`config.mk`:
```
export PLATFORM = sky130hd
export DESIGN_NAME = regfile_arbiter
export DESIGN_NICKNAME = d
export VERILOG_FILES = /design/src/rtl/regfile_arbiter.sv
export SDC_FILE = /design/constraint.sdc
export NUM_CORES = 1
export LEC_CHECK = 0
export BUFFER_PORTS_ARGS = -buffer_cell sky130_fd_sc_hd__buf_4
export CORE_AREA = 2 2 39 41
export CTS_CLUSTER_DIAMETER = 50
export DETAILED_ROUTE_END_ITERATION = 10
export DIE_AREA = 0 0 41 43
export GPL_ROUTABILITY_DRIVEN = 0
export GPL_TIMING_DRIVEN = 0
export HOLD_SLACK_MARGIN = 0.12
export PLACE_DENSITY_LB_ADDON = 0.08
export REMOVE_ABC_BUFFERS = 1
export SYNTH_ARGS = -nofsm -noshare
export SYNTH_HDL_FRONTEND = slang
export SYNTH_SLANG_ARGS = --single-unit
```
`constraint.sdc`:
```
create_clock -name clk -period 1.8 [get_ports clk]
set_clock_uncertainty 0.2 [all_clocks]
set_input_delay 0.36 -clock clk [delete_from_list [all_inputs] [get_ports clk]]
set_output_delay 0.36 -clock clk [all_outputs]
set_load 0.01 [all_outputs]
```
`src/rtl/regfile_arbiter.sv`:
```
// Round-robin arbiter sharing a single-port register file between an operand-fetch
// port (A) and a writeback port (B), with a tagged in-flight pipeline for read returns.

module regfile_arbiter_stage (
  input  logic clk,
  input  logic reset,
  input  logic vld_in,
  input  logic id_in,
  output logic vld,
  output logic id
);
  always_ff @(posedge clk or negedge reset) begin
    if (!reset) begin
      vld <= 1'b0;
      id  <= 1'b0;
    end else begin
      vld <= vld_in;
      id  <= id_in;
    end
  end
endmodule

module regfile_arbiter #(
  parameter int DATA_WIDTH = 8,
  parameter int ADDR_WIDTH = 2,
  parameter int RD_LATENCY = 1
) (
  input  logic                  clk,
  input  logic                  reset,
  input  logic                  a_valid,
  output logic                  a_ready,
  input  logic                  a_write,
  input  logic [ADDR_WIDTH-1:0] a_addr,
  input  logic [DATA_WIDTH-1:0] a_wdata,
  input  logic                  b_valid,
  output logic                  b_ready,
  input  logic                  b_write,
  input  logic [ADDR_WIDTH-1:0] b_addr,
  input  logic [DATA_WIDTH-1:0] b_wdata,
  output logic                  a_rsp_valid,
  output logic                  b_rsp_valid,
  output logic [DATA_WIDTH-1:0] rsp_rdata,
  output logic                  rf_write_enable,
  output logic [ADDR_WIDTH-1:0] rf_address,
  output logic [DATA_WIDTH-1:0] rf_write_data,
  input  logic [DATA_WIDTH-1:0] rf_read_data
);
  typedef struct packed {
    logic                  write;
    logic [ADDR_WIDTH-1:0] addr;
    logic [DATA_WIDTH-1:0] wdata;
  } req_t;

  req_t req_a, req_b, win;
  logic prio;    // 0 = A has priority, 1 = B
  logic grant_a, grant_b, grant;

  assign req_a = {a_write, a_addr, a_wdata};
  assign req_b = {b_write, b_addr, b_wdata};

  // Gating with reset keeps every handshake and the rf write strobe quiet while held in reset.
  assign grant_a = reset & a_valid & (~b_valid | ~prio);
  assign grant_b = reset & b_valid & (~a_valid |  prio);
  assign grant   = grant_a | grant_b;
  assign win     = grant_b ? req_b : req_a;

  assign a_ready = grant_a;
  assign b_ready = grant_b;

  assign rf_write_enable = grant & win.write;
  assign rf_address      = grant ? win.addr  : '0;
  assign rf_write_data   = grant ? win.wdata : '0;

  always_ff @(posedge clk or negedge reset) begin
    if (!reset)     prio <= 1'b0;
    else if (grant) prio <= grant_a;
  end

  // Index 0 is the tag of the access being granted now; index k is that tag k cycles later.
  logic [RD_LATENCY:0] vld_pipe;
  logic [RD_LATENCY:0] id_pipe;

  assign vld_pipe[0] = grant & ~win.write;
  assign id_pipe[0]  = grant_b;

  for (genvar k = 1; k <= RD_LATENCY; k++) begin : g_stage
    regfile_arbiter_stage u_stage (
      .clk    (clk),
      .reset  (reset),
      .vld_in (vld_pipe[k-1]),
      .id_in  (id_pipe[k-1]),
      .vld    (vld_pipe[k]),
      .id     (id_pipe[k])
    );
  end

  assign a_rsp_valid = reset & vld_pipe[RD_LATENCY] & ~id_pipe[RD_LATENCY];
  assign b_rsp_valid = reset & vld_pipe[RD_LATENCY] &  id_pipe[RD_LATENCY];
  assign rsp_rdata   = reset ? rf_read_data : '0;
endmodule

```
# Yosys cells after proc, flatten, opt, wreduce, memory -nomap -nowiden
# Index checks and enable logic that the tools add are counted.
# W data, S select, Z words.
[op_classes]
muxes = 4
bitwise = 17
[op_table]
columns = ["op", "count"]
rows = [
  ["$mux W8", 2],
  ["$mux W11", 1],
  ["$and A1 B1 Y1", 9],
  ["$not A1 Y1", 5],
  ["$or A1 B1 Y1", 3],
  ["$mux W2", 1],
]
[totals]
register_bits = 3
in_bits = 34

# Depth between registers and ports, before layout
[depth]
word_depth = 6
depth_mapped = 4
mapped_depth_nobuf = 3

# Cells and area by module
# From an unflattened synthesis, not the netlist that was laid out.
[unflattened]
hier_cells = 64
area_unflattened_um2 = 394.1
[by_module_without_submodules]
columns = ["module", "n_inst", "cells_each", "area_per_inst_um2", "seq_area_each_um2"]
rows = [
  ["regfile_arbiter", 1, 62, 344.1, 25.0],
  ["regfile_arbiter_stage", 1, 2, 50.0, 50.0],
]

# Worst setup path after synthesis
# OpenSTA, ideal clock, no wires.
[synth_timing]
path_kind = "input to output"
start = "input port reset"
end = "output port rf_address[0]"
arrival_time_ns = 0.902
required_ns = 1.240
slack_ns = 0.338
stages = 4
path_cell_list = "buf_4 > buf_4 > nand2_1 > o22ai_1"
[synth_between]
elab_chain_len = 4
word_cells_on_any_way = 7
cone_classes = "mux (2); bitwise (5)"
[synth_rtl]
columns = ["item", "line", "rtl"]
rows = [
  ["start, declared", "29", "input logic reset,"],
  ["$and A1 B1 Y1, on equally long branches (2 in a row)", "63, 62", ""],
  ["$mux W11 / $or A1 B1 Y1 (equally long branches)", "65, 64", ""],
  ["$mux W2 (*)", "71", "assign rf_address = grant ? win.addr : '0;"],
  ["end, declared", "44", "output logic [ADDR_WIDTH-1:0] rf_address,"],
]
# Mark *: on every way between the ends. The rest lies on a longest branch, timed or not.

# Worst setup path in the final report
[layout_timing]
start = "register prio"
end = "output port rf_write_data[3]"
[layout_between]
elab_chain_len = 5
word_cells_on_any_way = 8
cone_classes = "mux (2); bitwise (6)"
[layout_rtl]
columns = ["item", "line", "rtl"]
rows = [
  ["start, declared", "55", "logic prio;"],
  ["start signal, assigned", "76", "else if (grant) prio <= grant_a;"],
  ["$not A1 Y1", "62", "assign grant_a = reset & a_valid & (~b_valid | ~prio);"],
  ["$or A1 B1 Y1", "62", ""],
  ["$and A1 B1 Y1", "62", ""],
  ["$or A1 B1 Y1", "64", "assign grant = grant_a | grant_b;"],
  ["$mux W8 (*)", "72", "assign rf_write_data = grant ? win.wdata : '0;"],
  ["end, declared", "45", "output logic [DATA_WIDTH-1:0] rf_write_data,"],
]
# Marks and branches as above.

==> results.ini <==
[clocking]
cts_max_level=1
clkLatencyLatePin_ns=0.23
cts_buffers=3
cts.sinks=3
clockBufferDepth=2
clk_root_buffer_cell=clkbuf_4
cts_tree=yes
clk_pin_slew_ns=0.04

[worst_setup_path]
cp-end-kind=output pin
crit_chain=o21ai_4, buf_12, o22ai_1, buf_4
max_stage_delay_ns=0.44
required_ns=1.24
startpoint_type=flop
criticalPathCategory=reg -> out
cp_slowest_cell=dfrtp_2
crit_arrival_ns=1.24
crit_fanout=13

[pwr]
switching_share_pct=32.1
power_density_nw_per_um2=482
intPower_uw=283
p_clk_share_pct=27.7
p_sw_uw=134
ir_worst_vdd_v=0.000236
leakage_uw=0.000469
p_comb_share_pct=51.5
seqPwrFrac_pct=20.7

[sta]
slew_headroom_pct=80.3
drv_slew=0
period_minus_slack_ns=1.80
worst_pin_slew_ns=0.295
clock.fmax_mhz=557
min_period_over_period_pct=99.8
finalSetupViolCount=0
holdWs_ns=0.136
rsz0062_at_grt=true
hold_violations=0

[layout]
fin_cells=136
area_growth_syn_to_layout_pct=119
layout-drive-gt1-share_pct=53.3
fill_cells=146
fin_nets=155
num_antenna_cells=0

[global_routing]
grt-ovfl-total=0
grt.total_usage_pct=17.0
antenna_found_initial=0
grt_pass1_vias=544
grt_pass1_wl_um=2150
grt_max_degree=38

[routing]
wl_met3_um=89
dr_wl_met2_um=785
routedWlPerCell_um=10.5
drt_pass1_iterations=4
post-route-drc-count=0
wl_met1_um=552
wirelength_um=1430
drtIter0Drc=7
maxUsedRoutingLayer=met3
vias_per_cell=4.63
vias=629
ant_nets=0

[yosys]
syn_area_sq_um=394
syn_inst=64
ys_ff_latch=3
ys_types=15
yosysTopAreaCell=nand2_1
syn_avg_cell_area_sq_um=6.16
synth_area_leaders=nand2_1, dfrtp_1, o22ai_1
yosysWarningCount=0
synth_top_area_share_pct=23.8
ys_seq_area_share_pct=19.0

[placed_design]
portBuffers=56
dp.cells=130
dp_hpwl_um=1050

[floorplan]
placementRows=14
initial_core_util_pct=28.5
dieArea_sq_um=1760
die_h_um=43
core_sq_um=1380
ios=57
die_width_um=41

[hold_path]
min_path_type=in -> reg

[job]
maxCapViolCount=0

[outcome]
run_status=finished clean

## stage by stage
stage               util, %  setup TNS, ns  instance area (sq um)  power [uW]  setup WS [ns]
global route           62.4         -0.406                    863         450        -0.0514
global placement       57.0         -0.372                    788         276        -0.0375
floorplan                 -              0                    348         156          0.324
finish                 62.4              0                    863         416        0.00315
CTS                    62.1              0                    860         419        0.00944
detailed placement     57.0         -0.228                    788         280        -0.0328
## final timing paths
path	start	end	slack (ns)	cells after the start
max in group asynchronous	reset	prio	0.70	2
max reg2reg	prio	g_stage[1].u_stage.vld	0.63	3
min	a_write	g_stage[1].u_stage.vld	0.14	2
max	prio	rf_write_data[3]	0.003	4
min in group asynchronous	reset	prio	0.54	2
min reg2reg	prio	prio	0.35	1
## cell type report
cell class                 instances  area [sq um]  share of cell area (%)
sequential                         3          76.3                    8.84
timing repair buffer              58           450                    52.2
inverter                           2          7.51                   0.870
multi-input combinational         53           283                    32.8
clock buffer                       4          26.3                    3.04
tap                               16          20.0                    2.32
## critical path, delay by kind of cell (launching register included)
family          cells  cell delay (ns)
buf+inv             2             0.30
compound gates      2             0.27
flops               1             0.44
## placed cells by master, fill, tap and decap left out, types with 2 or more instances in the layout
cell      netlist  final
nand2_1        25     23
dfrtp_1         3      2
nor2_1          3      3
inv_1           2      2
and2_1          8      8
buf_4           4     56
o22ai_1        11     11
clkbuf_4        0      3
## metal layers
layer | vias to the layer above | GRT usage (%)
li1 | 326 | -
met1 | 273 | 18.2
met2 | 30 | 30.3
met3 | 0 | 4.19
met4 | 0 | 5.33
met5 | - | 0
## power by group through the flow
stage,combinational (uW),clock [uW],sequential (uW)
after floorplan,74.5,0,81.6
after global placement,193,0,82.4
after detailed placement,196,0,83.1
after CTS,215,121,83.9
after global routing,236,126,87.7
final,214,115,86.3
## Yosys cell counts (all sizes together)
master,count
buf,6
inv,2
a21oi,1
dfrtp,3
nand2,25
and3,1
o32ai,1
and2,8
nor2,3
a31oi,1
o22ai,11
o21ai,1
nand2b,1
## sequential cells by signal, summed over array words and instances (netlist names)
register	flops
g_stage.u_stage.vld	1
g_stage.u_stage.id	1
prio	1
## what timing repair did
| item | in CTS | in global routing |
|---|---|---|
| endpoints found under the setup margin | 13 | 12 |
| hold buffers | 1 | 0 |
| buffers inserted | 1 | 0 |
| hold endpoints to repair | 3 | 0 |
| pin swaps | 1 | 0 |
| resized for setup | 3 | 2 |
## kinds of logic after synthesis
group / Yosys count / share of synthesized area [%]
simple gates: 38 / 42.5
flops: 3 / 19.0
compound gates: 15 / 24.8
buf+inv: 8 / 13.7
(Power assumes the default switching activity.)
